**src/rtl/i2s_capture_pkg.sv**
```systemverilog
// Shared I2S constants and the capture frame-sync state encoding.
// Imported by the capture block, its FIFO and the neighbouring I2S blocks.
package i2s_capture_pkg;

  // Legal bit-clocks-per-stereo-frame settings.
  localparam int unsigned CLOCKS_32 = 32;
  localparam int unsigned CLOCKS_64 = 64;

  // Widths of the status outputs.
  localparam int unsigned LevelW = 5;
  localparam int unsigned DropW  = 8;

  // Frame-sync state machine encoding.
  typedef enum logic [1:0] {
    StIdle = 2'd0,
    StSync = 2'd1,
    StRun  = 2'd2
  } cap_state_e;

endpackage

```
**src/rtl/i2s_capture_if.sv**
```systemverilog
// I2S capture data interface: bit strobe, frame position and channel words
// from the receiver side, plus the stereo-pair valid/ready output handshake.
//   slave  : the capture block (consumes i2s_rx words, produces pairs)
//   master : the environment (drives i2s_rx side and the consumer ready)
interface i2s_capture_if #(
  parameter int unsigned BITS = 24
) ();

  logic            sample;      // one-ck bit strobe
  logic [5:0]      frame_posn;  // frame bit counter
  logic [BITS-1:0] left;        // left word from i2s_rx
  logic [BITS-1:0] right;       // right word from i2s_rx
  logic            out_valid;   // head pair available
  logic            out_ready;   // consumer accepts head pair
  logic [BITS-1:0] out_left;    // head-of-FIFO left word
  logic [BITS-1:0] out_right;   // head-of-FIFO right word

  modport slave (
    input  sample, frame_posn, left, right, out_ready,
    output out_valid, out_left, out_right
  );

  modport master (
    output sample, frame_posn, left, right, out_ready,
    input  out_valid, out_left, out_right
  );

endinterface

```
**src/rtl/i2s_capture_sync_fifo.sv**
```systemverilog
// Synchronous FIFO holding captured stereo pairs, with a registered head word.
//   clk_i, rst_ni : clock, asynchronous active-low reset
//   push_i/wdata_i: write request and data (ignored when full unless popping)
//   pop_i         : read request (ignored when empty)
//   flush_i       : empty the FIFO; a same-cycle push is discarded
//   rdata_o       : head entry; holds the last popped value when empty
//   level_o       : occupancy 0..DEPTH; full_o / empty_o derived from it
module i2s_capture_sync_fifo
  import i2s_capture_pkg::*;
#(
  parameter int unsigned WIDTH = 48,
  parameter int unsigned DEPTH = 4
) (
  input  logic              clk_i,
  input  logic              rst_ni,
  input  logic              push_i,
  input  logic [WIDTH-1:0]  wdata_i,
  input  logic              pop_i,
  input  logic              flush_i,
  output logic [WIDTH-1:0]  rdata_o,
  output logic [LevelW-1:0] level_o,
  output logic              full_o,
  output logic              empty_o
);

  localparam int unsigned PtrW = $clog2(DEPTH);

  logic [WIDTH-1:0]  mem_q [DEPTH];
  logic [PtrW-1:0]   wr_ptr_q, wr_ptr_d;
  logic [PtrW-1:0]   rd_ptr_q, rd_ptr_d;
  logic [LevelW-1:0] level_q, level_d;
  logic [WIDTH-1:0]  rdata_q, rdata_d;
  logic              pop_ok, push_ok;

  assign full_o  = (level_q == LevelW'(DEPTH));
  assign empty_o = (level_q == '0);
  assign pop_ok  = pop_i && !empty_o;
  // A full FIFO still takes a push when the head leaves in the same cycle.
  assign push_ok = push_i && (!full_o || pop_ok);

  always_comb begin
    wr_ptr_d = wr_ptr_q;
    rd_ptr_d = rd_ptr_q;
    level_d  = level_q;
    rdata_d  = rdata_q;
    if (flush_i) begin
      wr_ptr_d = '0;
      rd_ptr_d = '0;
      level_d  = '0;
    end else begin
      if (push_ok) wr_ptr_d = wr_ptr_q + PtrW'(1);
      if (pop_ok)  rd_ptr_d = rd_ptr_q + PtrW'(1);
      level_d = level_q + LevelW'(push_ok) - LevelW'(pop_ok);
      // Preload the next head; bypass when the incoming word becomes the head.
      if (level_d != '0) begin
        rdata_d = (push_ok && (wr_ptr_q == rd_ptr_d)) ? wdata_i : mem_q[rd_ptr_d];
      end
    end
  end

  always_ff @(posedge clk_i or negedge rst_ni) begin
    if (!rst_ni) begin
      for (int unsigned i = 0; i < DEPTH; i++) mem_q[i] <= '0;
      wr_ptr_q <= '0;
      rd_ptr_q <= '0;
      level_q  <= '0;
      rdata_q  <= '0;
    end else begin
      if (push_ok && !flush_i) mem_q[wr_ptr_q] <= wdata_i;
      wr_ptr_q <= wr_ptr_d;
      rd_ptr_q <= rd_ptr_d;
      level_q  <= level_d;
      rdata_q  <= rdata_d;
    end
  end

  assign rdata_o = rdata_q;
  assign level_o = level_q;

endmodule

```
**src/rtl/i2s_capture.sv**
```systemverilog
// I2S stereo-pair capture: waits for a frame wrap after enable, then captures
// {left,right} once per frame at CAPTURE_POSN into a FIFO, with overflow status.
//   ck, rst_n   : system clock, asynchronous active-low reset
//   bus         : i2s_capture_if slave (sample/frame_posn/left/right in,
//                 out_valid/out_ready/out_left/out_right handshake)
//   enable      : capture enable level; low returns to idle, FIFO retained
//   flush       : one-ck pulse emptying the FIFO
//   clr_ovf     : one-ck pulse clearing overflow and drop_count
//   level       : FIFO occupancy
//   overflow    : sticky, a pair was dropped
//   drop_count  : saturating count of dropped pairs
module i2s_capture
  import i2s_capture_pkg::*;
#(
  parameter int unsigned BITS         = 24,
  parameter int unsigned CLOCKS       = 64,  // 32 or 64
  parameter int unsigned DEPTH        = 4,   // power of two, 2..16
  parameter int unsigned CAPTURE_POSN = 1
) (
  input  logic              ck,
  input  logic              rst_n,
  i2s_capture_if.slave      bus,
  input  logic              enable,
  input  logic              flush,
  input  logic              clr_ovf,
  output logic [LevelW-1:0] level,
  output logic              overflow,
  output logic [DropW-1:0]  drop_count
);

  cap_state_e       state_q;
  logic [5:0]       pos;
  logic             cap, pop, drop;
  logic             fifo_full, fifo_empty;
  logic [2*BITS-1:0] fifo_rdata;
  logic             overflow_q, overflow_d;
  logic [DropW-1:0] drop_count_q, drop_count_d;

  // A 32-clock frame only uses the low five counter bits.
  assign pos = (CLOCKS == CLOCKS_32) ? {1'b0, bus.frame_posn[4:0]} : bus.frame_posn;
  assign cap = bus.sample && (pos == 6'(CAPTURE_POSN)) && (state_q == StRun);

  // SYNC waits for a frame wrap so the partial frame after enable is skipped.
  always_ff @(posedge ck or negedge rst_n) begin
    if (!rst_n) begin
      state_q <= StIdle;
    end else if (!enable) begin
      state_q <= StIdle;
    end else begin
      case (state_q)
        StIdle:  state_q <= StSync;
        StSync:  if (bus.sample && (pos == '0)) state_q <= StRun;
        StRun:   state_q <= StRun;
        default: state_q <= StIdle;
      endcase
    end
  end

  assign pop  = bus.out_valid && bus.out_ready;
  // Flush discards a coincident capture without counting it as a drop.
  assign drop = cap && !flush && fifo_full && !pop;

  i2s_capture_sync_fifo #(
    .WIDTH(2 * BITS),
    .DEPTH(DEPTH)
  ) u_fifo (
    .clk_i  (ck),
    .rst_ni (rst_n),
    .push_i (cap),
    .wdata_i({bus.left, bus.right}),
    .pop_i  (pop),
    .flush_i(flush),
    .rdata_o(fifo_rdata),
    .level_o(level),
    .full_o (fifo_full),
    .empty_o(fifo_empty)
  );

  assign bus.out_valid = !fifo_empty;
  assign bus.out_left  = fifo_rdata[2*BITS-1:BITS];
  assign bus.out_right = fifo_rdata[BITS-1:0];

  // A drop in the same cycle as clr_ovf wins and restarts the count at one.
  always_comb begin
    overflow_d   = clr_ovf ? 1'b0 : overflow_q;
    drop_count_d = clr_ovf ? '0 : drop_count_q;
    if (drop) begin
      overflow_d = 1'b1;
      if (drop_count_d != {DropW{1'b1}}) drop_count_d = drop_count_d + DropW'(1);
    end
  end

  always_ff @(posedge ck or negedge rst_n) begin
    if (!rst_n) begin
      overflow_q   <= 1'b0;
      drop_count_q <= '0;
    end else begin
      overflow_q   <= overflow_d;
      drop_count_q <= drop_count_d;
    end
  end

  assign overflow   = overflow_q;
  assign drop_count = drop_count_q;

endmodule

```
**src/flat_wrapper.sv**
```systemverilog
// flat-port wrapper written by rule: the top's interface ports become plain ports
module i2s_capture_flat import i2s_capture_pkg::*;
#(
  parameter int unsigned BITS         = 24,
  parameter int unsigned CLOCKS       = 64,             
  parameter int unsigned DEPTH        = 4,                         
  parameter int unsigned CAPTURE_POSN = 1
)
  (ck, rst_n, enable, flush, clr_ovf, level, overflow, drop_count, bus_sample, bus_frame_posn, bus_left, bus_right, bus_out_ready, bus_out_valid, bus_out_left, bus_out_right);
  i2s_capture_if #(.BITS(BITS)) bus_i ();
  input  logic ck;
  input  logic rst_n;
  input  logic enable;
  input  logic flush;
  input  logic clr_ovf;
  output logic [LevelW-1:0] level;
  output logic overflow;
  output logic [DropW-1:0] drop_count;
  input wire logic [$bits(bus_i.sample)-1:0] bus_sample;
  input wire logic [$bits(bus_i.frame_posn)-1:0] bus_frame_posn;
  input wire logic [$bits(bus_i.left)-1:0] bus_left;
  input wire logic [$bits(bus_i.right)-1:0] bus_right;
  input wire logic [$bits(bus_i.out_ready)-1:0] bus_out_ready;
  output wire logic [$bits(bus_i.out_valid)-1:0] bus_out_valid;
  output wire logic [$bits(bus_i.out_left)-1:0] bus_out_left;
  output wire logic [$bits(bus_i.out_right)-1:0] bus_out_right;
  assign bus_i.sample = bus_sample;
  assign bus_i.frame_posn = bus_frame_posn;
  assign bus_i.left = bus_left;
  assign bus_i.right = bus_right;
  assign bus_i.out_ready = bus_out_ready;
  assign bus_out_valid = bus_i.out_valid;
  assign bus_out_left = bus_i.out_left;
  assign bus_out_right = bus_i.out_right;
  i2s_capture #(.BITS(BITS), .CLOCKS(CLOCKS), .DEPTH(DEPTH), .CAPTURE_POSN(CAPTURE_POSN)) u_core (.ck(ck), .rst_n(rst_n), .bus(bus_i), .enable(enable), .flush(flush), .clr_ovf(clr_ovf), .level(level), .overflow(overflow), .drop_count(drop_count));
endmodule
```
**config.mk**
```make
export PLATFORM = sky130hd
export DESIGN_NAME = i2s_capture_flat
export DESIGN_NICKNAME = d
export VERILOG_FILES = /design/src/rtl/i2s_capture_pkg.sv /design/src/rtl/i2s_capture_if.sv /design/src/rtl/i2s_capture_sync_fifo.sv /design/src/rtl/i2s_capture.sv /design/src/flat_wrapper.sv
export SDC_FILE = /design/constraint.sdc
export NUM_CORES = 1
export LEC_CHECK = 0
export ABC_AREA = 1
export CAP_MARGIN = 25
export CORE_ASPECT_RATIO = 1.1
export CORE_MARGIN = 5
export CORE_UTILIZATION = 49
export DETAILED_ROUTE_END_ITERATION = 8
export PLACE_DENSITY = 0.77
export SETUP_SLACK_MARGIN = 0.2
export SYNTH_ARGS = -nofsm -noshare
export SYNTH_HDL_FRONTEND = slang
export SYNTH_HIERARCHICAL = 1
export SYNTH_SLANG_ARGS = --single-unit
```
**constraint.sdc**
```tcl
create_clock -name ck -period 6.4 [get_ports ck]
set_input_delay 0.96 -clock ck [delete_from_list [all_inputs] [get_ports ck]]
set_output_delay 0.96 -clock ck [all_outputs]
set_load 0.01 [all_outputs]
```
==> results of run 1 <==
[sequential cells by signal (all words and copies together) (netlist names)]
signal,cells
u_core/u_fifo/level_o,5
u_core/u_fifo/wr_ptr_q,2
u_core/u_fifo/rdata_o,48
u_core/u_fifo/rd_ptr_q,2
u_core/drop_count,8
u_core/state_q,2
u_core/u_fifo/mem_q,192
u_core/overflow,1
[cell families (layout without fill, tap and decap cells)]
| logic type | Yosys count | in the layout | share of synthesized area, % |
|---|---|---|---|
| AND/OR/NAND/NOR | 886 | 886 | 30.6 |
| XOR/XNOR | 4 | 4 | 0.264 |
| buffers and inverters | 212 | 284 | 7.34 |
| AO/OA/AOI/OAI | 203 | 203 | 11.3 |
| adder cells (fa/ha/maj) | 15 | 15 | 1.47 |
| flip-flops | 260 | 260 | 49.0 |
[cells in the final DEF (no fill, tap or decap), drive strengths merged]
master and instances:
a21oi 1, buf 22, bufinv 5, clkbuf 33
clkdlybuf4s50 122, clkinv 10, clkinvlp 1, dfrtp 260
fa 1, ha 14, inv 91, nand2 489
nand3 272, nand4 100, nor2 24, nor3 1
o21a 192, o21ai 8, o21bai 2, xnor2 3
xor2 1
[stage by stage]
| stage | setup slack, ps | hold WS, ps | total power, mW | std cells |
|---|---|---|---|---|
| after floorplan | 3030 | 464 | 3.29 | 1580 |
| after global placement | 1790 | 468 | 3.99 | 1953 |
| after detailed placement | 1650 | 468 | 4.06 | 1958 |
| after CTS | 2140 | 486 | 5.75 | 2007 |
| after global routing | 1810 | 497 | 6.08 | 2009 |
| final | 2060 | 486 | 5.80 | 2009 |
[path summary, 6_finish.rpt]
kind,startpoint,to,slack [ps],cells past startpoint
max,u_core/u_fifo/level_o[3]$_DFF_PN0_,u_core/u_fifo/rdata_o[3]$_DFFE_PN0P_,2060,23
min,u_core/overflow$_DFFE_PN0P_,u_core/overflow$_DFFE_PN0P_,490,2
max reg2reg,u_core/u_fifo/level_o[3]$_DFF_PN0_,u_core/u_fifo/rdata_o[3]$_DFFE_PN0P_,2060,23
min reg2reg,u_core/overflow$_DFFE_PN0P_,u_core/overflow$_DFFE_PN0P_,490,2
max in group asynchronous,rst_n,u_core/u_fifo/mem_q[120]$_DFFE_PN0P_,4630,2
min in group asynchronous,rst_n,u_core/drop_count[7]$_DFF_PN0_,500,1
[report_power, final]
group          total, mW  internal, mW  switching [mW]  leakage (nW)
clock               1.69          1.03           0.654         0.481
combinational       2.27         0.623            1.64          3.18
sequential          1.84          1.76          0.0825          3.60
[layer usage]
layer | track usage [%] | vias up | wire length [µm]
met1 | 30.9 | 5750 | 15200
li1 | - | 5397 | -
met3 | 3.25 | 82 | 2630
met5 | 0 | - | 0
met2 | 38.9 | 449 | 17100
met4 | 7.53 | 0 | 884
[cell type report]
class | count | area share, %
sequential | 260 | 41.6
multi-input combinational | 1108 | 37.2
timing repair buffer | 144 | 9.89
clock buffer | 33 | 4.79
tap | 357 | 2.86
inverter | 91 | 2.22
clock inverter | 16 | 1.40
[worst min-delay path, delay by kind of cell, from the launching register on]
kind	cells	cell delay, ps
simple gates	2	110
flops	1	350
==> impl_results.md, run 1 <==
- Status: complete, no violations
- Vias/cell: between 5 and 6
- Share of the yosys chip area belonging to registers: just under 50%
- Clock-pin slew on the worst setup and hold paths: 70 ps
- Buffers from clock root to sink, at most: 3
- Largest fanout of any net on the critical path: 29
- Clock insertion delay at the later pin of the skew report: ~530 ps
- Mean routed wirelength per cell: 17.8 µm
- Clock period minus worst slack: 4340 ps
- Port-buffer cells: ~120
- Arrival time reported for the critical path endpoint: ~4800 ps
- Setup Skew: a little over 10 ps
- Placement Cell Area: 0.0146 mm²
- Post-Synthesis Mean Instance Area: 8.40 µm²
- Pwr dens: about 370 mW/mm²
- Total CTS buffers: 27
- Final global-route overflow total: 0
- Number of global-route vias before repair: ~12000
- List of cells traversed by the critical path: inv_1 -> ha_1 -> inv_1 -> nor2_2 -> nand2_4 -> inv_1 -> inv_2 -> nand2_2 -> inv_1 -> nand2_4 -> nand2_1 -> nand2_2 -> ha_1 -> inv_1 -> ha_1 -> fa_1 -> xnor2_1 -> nand3_1 -> nand2_2 -> nand3_2 -> buf_4 -> nand3_1 -> nand2_1
- Fraction of synthesis flops using an asynchronous set or reset pin: 100%
- Total via count after detailed routing: ~12000
- HPWL after detailed placement: 20500 µm
- Pre-Repair DR Iteration Count: 5
- Setup repair after global routing missed its margin: no
- Number of different library cells in the post-synthesis netlist: 30
- Crit start category: register
- First-pass GRT wire length: 58900 µm
- Required time of the worst setup path: a little under 7000 ps
- Top cells by area, synth: sky130_fd_sc_hd__dfrtp_1 49%, sky130_fd_sc_hd__nand2_1 14%, sky130_fd_sc_hd__o21a_1 11%, sky130_fd_sc_hd__nand3_1 10%, sky130_fd_sc_hd__nand4_1 4.7%
- Multi-input combinational cell area: slightly below 0.006 mm²
- Predominant post-synthesis flop cell: sky130_fd_sc_hd__dfrtp_1
- Initial core utilization: between 40% and 50%
- Cell accounting for the most synthesized area: sky130_fd_sc_hd__dfrtp_1
- Synthesized netlist cell count: 1580
- Drt first-iter violations: between 1000 and 1500
- Worst hold-check path type: register to register
- Share of the clock period used by the worst path: 67.8%
- Full die area: around 0.03 mm²
- Leakage dissipation: 7.27 nW
- Delay of the slowest cell on the worst path: roughly 570 ps
- Vertical die dimension: between 150 and 200 µm
- Most frequent cells after synthesis: 478 x sky130_fd_sc_hd__nand2_1, 269 x sky130_fd_sc_hd__nand3_1, 260 x sky130_fd_sc_hd__dfrtp_1, 192 x sky130_fd_sc_hd__o21a_1, 100 x sky130_fd_sc_hd__nand4_1
- Post CTS Setup Buffer Count: 0
- Setup total negative slack: 0 ps
- Net count reported at finish: 1708
- Number of buffers inserted by hold repair at cts: 0
- Worst-path cell with the longest stage delay: sky130_fd_sc_hd__nand3_2
- Maximum frequency from static timing analysis: approximately 230 MHz
- Boundary Pins: 124
- Width of the die: 167 µm
- Root Driver: sky130_fd_sc_hd__clkbuf_16
- Syn nets: about 1700
- Final antenna diode count: 0
- Maximum number of pins on one net before global-route repair: 133
- Weighted congestion at the end of routability-driven global placement: approximately 0.8
- Number of warnings issued by yosys: 6
- Top-area cell type share of the netlist area: around 50%
- Headroom to the max-slew limit: 30.2%
- Pins Over Slew Limit: 0
- Layout cells sized above 1: about 6.5%
- Synthesis-to-layout area growth: 17.8%
- Slew at the pin closest to its max-slew limit: about 1000 ps
- VDD IR max: ~0.39 mV
- Floorplan core area: 0.0268 mm²
- Maximum level of the CTS H-tree: 1
- All-layer global routing usage: a little under a quarter
- Worst Setup End Kind: register
- Crit path buf inv count: 7
- DRC violation count after routing: 0
- Top delay family on crit path: simple AND/OR/NAND/NOR gates
- CTS Sinks: 260
- Total count of hold-check failures in the final report: 0
- Final design area excluding fillers: 0.0156 mm²
- Number of nets with antenna violations after detailed routing: 0
- Combined area of all synthesized cells: about 0.013 mm²
- Number of enable flip-flop cells after synthesis: 0
- Fill cell total of the finished layout: about 2400
- Core Util, Final: 58.3%
- Final Setup Violations: 0
- Library cell with the highest instance count after synthesis: sky130_fd_sc_hd__nand2_1
- Top cell by count, worst path: sky130_fd_sc_hd__inv_1
- Max-cap check violation count: 0
- Row cnt: 63
- Post-cts gate resize count: 0
- Number of antenna violations at the first check in global routing: 0
- Total length of routed wires: 35800 µm
- Number of synthesized register bits: 260
- Reg area: 0.00651 mm²
- Critical path start-end classification: register to register
- Clock tree from TritonCTS: yes
Note: power is estimated with default switching activity, not from simulation.
==> run 2, diff against run 1 <==
==> constraint.sdc (replaced) <==
create_clock -name ck -period 4.1 [get_ports ck]
set_input_delay 0.615 -clock ck [delete_from_list [all_inputs] [get_ports ck]]
set_output_delay 0.615 -clock ck [all_outputs]
set_load 0.01 [all_outputs]
==> run 2 against run 1 <==
  * Global-route usage increased by 0.25 points
  * Clock skew hardly changed
  * Utilization is 0.11 points lower
  * Non-clock buffer count up 12
  * Worst hold slack lost 300 ps
  * First-iteration DRC count down 22%
  * Critical path depth is 1 higher
==> impl_results.md, run 2 (synthesized netlist as in run 1, its figures left out) <==
- Total via count after detailed routing: 11700
- HPWL after detailed placement: 21700 µm
- Status: complete, no violations
- Maximum level of the CTS H-tree: 1
- Headroom to the max-slew limit: between 40% and 50%
- VDD IR max: approximately 0.72 mV
- Clock insertion delay at the later pin of the skew report: between 500 and 600 ps
- Pre-Repair DR Iteration Count: 5
- Startpoint of the most critical register-to-register path: u_core/u_fifo/level_o[2]$_DFF_PN0_
- Initial core utilization: about half
- Worst-path cell with the longest stage delay: sky130_fd_sc_hd__fa_1
- Layout cells sized above 1: approximately 6.7%
- Total number of cells along the worst setup path: 24
- Width of the die: 167 µm
- Mean routed wirelength per cell: around 18 µm
- Clock period minus worst slack: around 3500 ps
- Setup total negative slack: 0 ps
- Max-cap check violation count: 0
- CTS Sinks: 260
- Required time of the worst setup path: ~4600 ps
- Non-Filler Instances: 2019
- Maximum number of pins on one net before global-route repair: 118
- Number of global-route vias before repair: approximately 12000
- Top cell by count, worst path: sky130_fd_sc_hd__inv_1
- Post-cts gate resize count: 0
- Setup repair after global routing missed its margin: no
- Worst R2R Setup Slack: around 600 ps
- Vertical die dimension: between 150 and 200 µm
- Root Driver: sky130_fd_sc_hd__clkbuf_16
- Total count of hold-check failures in the final report: 0
- List of cells traversed by the critical path: inv_1 -> ha_1 -> inv_1 -> nor2_2 -> nand2_4 -> inv_1 -> inv_2 -> nand2_2 -> inv_1 -> nand2_4 -> nand2_1 -> nand2_2 -> ha_1 -> inv_1 -> ha_1 -> fa_1 -> nand3_1 -> nand2_1 -> xor2_1 -> nand2_2 -> nand3_2 -> buf_4 -> nand3_1 -> nand2_1
- Number of antenna violations at the first check in global routing: 1
- DRC violation count after routing: 0
- Share of the clock period used by the worst path: between 80% and 90%
- Pins Over Slew Limit: 0
- Post CTS Setup Buffer Count: 0
- Full die area: a little over 0.03 mm²
- Worst hold-check path type: primary input to async pin
- Maximum frequency from static timing analysis: between 200 and 300 MHz
- Max FFs per register: approximately 190
- First-pass GRT wire length: around 60000 µm
- Slew at the pin closest to its max-slew limit: about 890 ps
- Synthesis-to-layout area growth: 17.6%
- Most common cell after layout, fill and taps aside: sky130_fd_sc_hd__nand2_1
- Placed Cells incl. Taps: between 1500 and 2000
- Clock-pin slew on the worst setup and hold paths: about 60 ps
- Crit path buf inv count: 7
- Final antenna diode count: 0
- Depth of the worst register-to-register path: 24
- Top delay family on crit path: adder cells
- Buffers from clock root to sink, at most: 3
- Total CTS buffers: 27
- Port-buffer cells: roughly 120
- Critical path start-end classification: register to register
- Terminus of the critical flop-to-flop path: u_core/u_fifo/rdata_o[45]$_DFFE_PN0P_
- Largest fanout of any net on the critical path: 20
- Setup Skew: between 10 and 15 ps
- Number of buffers inserted by hold repair at cts: 0
- Worst Setup End Kind: register
- Reg with most FFs: u_core/u_fifo/mem_q
- Floorplan core area: 0.0268 mm²
- Hold Worst Slack: approximately 180 ps
- Row cnt: 63
- Worst setup path startpoint: u_core/u_fifo/level_o[2]$_DFF_PN0_
- Weighted congestion at the end of routability-driven global placement: between 0.8 and 0.9
- Drt first-iter violations: 849
- Endpoint of the worst setup timing path: u_core/u_fifo/rdata_o[45]$_DFFE_PN0P_
- Final global-route overflow total: 0
- Multi-input combinational cell area: approximately 0.0058 mm²
- Most used cells in the layout excluding fill and tap cells: 473 x sky130_fd_sc_hd__nand2_1, 267 x sky130_fd_sc_hd__nand3_1, 260 x sky130_fd_sc_hd__dfrtp_1, 192 x sky130_fd_sc_hd__o21a_1, 122 x sky130_fd_sc_hd__clkdlybuf4s50_1
- Reg area: 0.00651 mm²
- Overall power consumption: just under 9 mW
- Total length of routed wires: about 36000 µm
- Leakage dissipation: around 7.3 nW
- Pwr dens: between 500 and 600 mW/mm²
- Number of nets with antenna violations after detailed routing: 0
- Clock tree from TritonCTS: yes
- Crit start category: register
- Boundary Pins: 124
- Delay of the slowest cell on the worst path: 410 ps
- Net count reported at finish: around 1700
- Fill cell total of the finished layout: between 2000 and 2500
- Vias/cell: around 5.8
- All-layer global routing usage: a little under a quarter
- Arrival time reported for the critical path endpoint: ~4000 ps
- Final Setup Violations: 0
run 2: changes by cell type in the layout (fill, tap and decap cells not counted):
cell                         previous run  this run
sky130_fd_sc_hd__buf_4                 10        24
sky130_fd_sc_hd__clkbuf_1               1         7
sky130_fd_sc_hd__buf_16                 2         0
sky130_fd_sc_hd__clkbuf_8               5         8
sky130_fd_sc_hd__bufinv_16              5         2
sky130_fd_sc_hd__clkinvlp_4             1         0
sky130_fd_sc_hd__clkinv_2               7         3
sky130_fd_sc_hd__clkinv_4               2         0
sky130_fd_sc_hd__inv_6                  1         0
run 2: layout make-up:
class	instances	share of cell area (%)
clock inverter	5	0.481
sequential	260	41.7
inverter	91	2.22
multi-input combinational	1108	37.3
timing repair buffer	156	10.2
tap	357	2.86
clock buffer	42	5.20
run 2: power breakdown:
| group | total, mW | internal (mW) | switching, mW |
|---|---|---|---|
| Combinational | 3.62 | 1.04 | 2.58 |
| Sequential | 2.87 | 2.75 | 0.126 |
| Clock | 2.45 | 1.47 | 0.976 |
run 2: worst register-to-register path: cells and delay by family, from the launching register on:
family	cells	cell delay, ps
AND/OR/NAND/NOR	12	1060
XOR/XNOR	1	170
adder cells (fa/ha/maj)	4	1090
buffers and inverters	7	720
flip-flops	1	400
run 2: worst min path at each step:
stage	startpoint	end	slack (ps)
floorplan	rst_n	u_core/drop_count[0]$_DFF_PN0_	320
global placement	u_core/overflow$_DFFE_PN0P_	u_core/overflow$_DFFE_PN0P_	470
detailed placement	u_core/overflow$_DFFE_PN0P_	u_core/overflow$_DFFE_PN0P_	480
CTS	rst_n	u_core/overflow$_DFFE_PN0P_	210
global route	rst_n	u_core/overflow$_DFFE_PN0P_	250
finish	rst_n	u_core/overflow$_DFFE_PN0P_	180
run 2: routing by layer:
metal,GRT usage (%),up-vias,part of all wire [%]
met3,3.88,81,7.8
li1,-,5417,-
met2,39.4,480,48
met4,7.14,2,2.5
met1,30.9,5769,41
met5,0,-,0.033
run 2: stage by stage:
stage / cell area, µm² / utilization (%) / setup WS, ps
3_3_place_gp: 14700 / 54.9 / 528
3_5_place_dp: 14700 / 54.9 / 417
6_report: 15600 / 58.2 / 602
2_1_floorplan: 13300 / - / 797
4_1_cts: 15600 / 58.2 / 618
5_1_grt: 15600 / 58.2 / 392
==> run 3, diff against run 2 <==
--- a/config.mk
+++ b/config.mk
@@ -11,7 +11,7 @@
 export CORE_MARGIN = 5
 export CORE_UTILIZATION = 49
 export DETAILED_ROUTE_END_ITERATION = 8
-export PLACE_DENSITY = 0.77
+export PLACE_DENSITY_LB_ADDON = 0.12
 export SETUP_SLACK_MARGIN = 0.2
 export SYNTH_ARGS = -nofsm -noshare
 export SYNTH_HDL_FRONTEND = slang
==> run 3 against run 2 <==
  * Register-to-register slack improved by 96 ps
  * Die area unchanged
  * Via count decreased by 1.9%
  * Global-route usage increased by 0.74 points
  * Sequential power about the same
  * Clock skew increased by 0.68 ps
  * Cell count increased by 0.35%
  * Utilization increased by 0.57 points
  * Fmax increased by 2.8%
  * Flip-flop and latch count unchanged
  * Critical endpoint is now u_core/u_fifo/rdata_o[34]$_DFFE_PN0P_
  * Largest cell class unchanged
==> impl_results.md, run 3 (synthesized netlist as in run 1, its figures left out) <==
- Met1 Track Usage GR: between 30% and 40%
- Pre-Repair DR Iteration Count: 6
- Maximum number of pins on one net before global-route repair: about 120
- Worst hold-check path type: primary input to async pin
- Arrival time reported for the critical path endpoint: roughly 3900 ps
- Full die area: between 0.03 and 0.04 mm²
- Clock period minus worst slack: around 3400 ps
- Root Driver: sky130_fd_sc_hd__clkbuf_16
- M2 GR Usage: 40.0%
- Clock-pin slew on the worst setup and hold paths: approximately 70 ps
- Place WS: between 400 and 500 ps
- Drt first-iter violations: ~830
- Critical path start-end classification: register to register
- Clock insertion delay at the later pin of the skew report: approximately 540 ps
- Max-cap check violation count: 0
- Layout cells sized above 1: approximately 7.3%
- Final Setup Violations: 0
- Share of the clock period used by the worst path: 83.0%
- Worst setup slack after layout: approximately 700 ps
- Required time of the worst setup path: roughly 4600 ps
- Total via count after detailed routing: 11500
- Width of the die: approximately 170 µm
- Number of buffers inserted by hold repair at cts: 0
- Final global-route overflow total: 0
- Headroom to the max-slew limit: around 33%
- Vertical die dimension: between 150 and 200 µm
- CTS Sinks: 260
- Total CTS buffers: 28
- Pins Over Slew Limit: 0
- Boundary Pins: 124
- Net count reported at finish: 1722
- Mean routed wirelength per cell: around 18 µm
- Buffers from clock root to sink, at most: 3
- Status: complete, no violations
- Maximum level of the CTS H-tree: 1
- GR Util met3: around 3.5%
- Post CTS Setup Buffer Count: 0
- Reg with most FFs: u_core/u_fifo/mem_q
- DRC violation count after routing: 0
- Pwr dens: between 500 and 600 mW/mm²
- VDD IR max: between 0.6 and 0.7 mV
- Max FFs per register: between 150 and 200
- Setup repair after global routing missed its margin: no
- First-pass GRT wire length: a little over 60000 µm
- Total count of hold-check failures in the final report: 0
- Most used cells in the layout excluding fill and tap cells: 473 x sky130_fd_sc_hd__nand2_1, 267 x sky130_fd_sc_hd__nand3_1, 260 x sky130_fd_sc_hd__dfrtp_1, 192 x sky130_fd_sc_hd__o21a_1, 122 x sky130_fd_sc_hd__clkdlybuf4s50_1
- Synthesis-to-layout area growth: 18.8%
- Setup Skew: roughly 11 ps
- Worst Setup End Kind: register
- Leakage dissipation: around 7.4 nW
- Number of antenna violations at the first check in global routing: 0
- Weighted congestion at the end of routability-driven global placement: roughly 0.8
- Clock tree from TritonCTS: yes
- Post-cts gate resize count: 0
- Number of nets with antenna violations after detailed routing: 0
- Vias/cell: ~5.7
- Global-route layer with the greatest usage: met2
- Most common cell after layout, fill and taps aside: sky130_fd_sc_hd__nand2_1
- Port-buffer cells: 123
- Initial core utilization: approximately 50%
- Row cnt: 63
- Maximum frequency from static timing analysis: around 290 MHz
- Slew at the pin closest to its max-slew limit: ~1000 ps
- Crit start category: register
- HPWL after detailed placement: 21600 µm
- All-layer global routing usage: between 20% and 30%
- Setup total negative slack: 0 ps
- Largest fanout of any net on the critical path: 26
- Floorplan core area: 0.0268 mm²
- Total length of routed wires: 36700 µm
- Number of global-route vias before repair: 11500
## run 3: cell types whose count changed in the layout (fill, tap and decap cells not counted), sizes merged
cell,change
clkbuf,-5
clkinv,+5
buf,+1
bufinv,+5
diode,+1
## run 3: per-layer routing
layer | vias to the layer above | share of wire (%)
met2 | 399 | 47
met3 | 65 | 6.8
met5 | - | 0
met4 | 0 | 2.2
li1 | 5428 | -
met1 | 5634 | 44
## run 3: final timing paths
kind,startpoint,endpoint,slack [ps],cells after the start
max in group asynchronous,rst_n,u_core/u_fifo/mem_q[68]$_DFFE_PN0P_,3000,2
hold reg to reg,u_core/overflow$_DFFE_PN0P_,u_core/overflow$_DFFE_PN0P_,490,2
setup reg to reg,u_core/u_fifo/level_o[2]$_DFF_PN0_,u_core/u_fifo/rdata_o[34]$_DFFE_PN0P_,700,22
min in group ck,u_core/overflow$_DFFE_PN0P_,u_core/overflow$_DFFE_PN0P_,490,2
setup / recovery,u_core/u_fifo/level_o[2]$_DFF_PN0_,u_core/u_fifo/rdata_o[34]$_DFFE_PN0P_,700,22
hold / removal,rst_n,u_core/drop_count[7]$_DFF_PN0_,140,1
## run 3: power breakdown
group / total [mW] / leakage [nW] / internal (mW) / switching, mW
Clock: 2.87 / 0.527 / 1.82 / 1.05
Sequential: 2.88 / 3.60 / 2.75 / 0.138
Combinational: 3.59 / 3.22 / 1.04 / 2.55
Total: 9.34 / 7.35 / 5.60 / 3.74
## run 3: layout make-up
type                    instances  area (µm²)
multi-input cells            1108        5820
repair buffers                157        1580
well taps                     357         447
flip-flops and latches        260        6510
inverters                      91         347
clock inverters                15         250
clock buffers                  37         806
fillers                      2427       11000
diodes                          1        2.50
## run 3: metrics by stage
stage	total power, mW	util (%)	instances	hold WS [ps]	area, µm²
detailed placement	6.48	54.9	1973	480	14700
finish	9.34	58.8	2026	145	15800
floorplan	5.13	-	1580	319	13300
CTS	9.37	58.8	2025	211	15800
global route	9.84	58.8	2025	216	15800
global placement	6.45	54.9	1973	469	14700
## run 3: critical path, stage by stage (launching register included)
cell and delay (ps):
sky130_fd_sc_hd__dfrtp_1 400, sky130_fd_sc_hd__inv_1 80, sky130_fd_sc_hd__ha_1 190, sky130_fd_sc_hd__inv_1 60
sky130_fd_sc_hd__nor2_2 40, sky130_fd_sc_hd__nand2_4 100, sky130_fd_sc_hd__inv_1 60, sky130_fd_sc_hd__inv_2 50
sky130_fd_sc_hd__nand2_2 50, sky130_fd_sc_hd__inv_1 100, sky130_fd_sc_hd__nand2_4 70, sky130_fd_sc_hd__nand2_1 80
sky130_fd_sc_hd__nand2_2 90, sky130_fd_sc_hd__ha_1 290, sky130_fd_sc_hd__inv_1 40, sky130_fd_sc_hd__ha_1 200
sky130_fd_sc_hd__fa_1 410, sky130_fd_sc_hd__xnor2_1 230, sky130_fd_sc_hd__nand3_1 130, sky130_fd_sc_hd__nand2_2 110
sky130_fd_sc_hd__buf_4 330, sky130_fd_sc_hd__nand4_1 150, sky130_fd_sc_hd__nand2_1 80
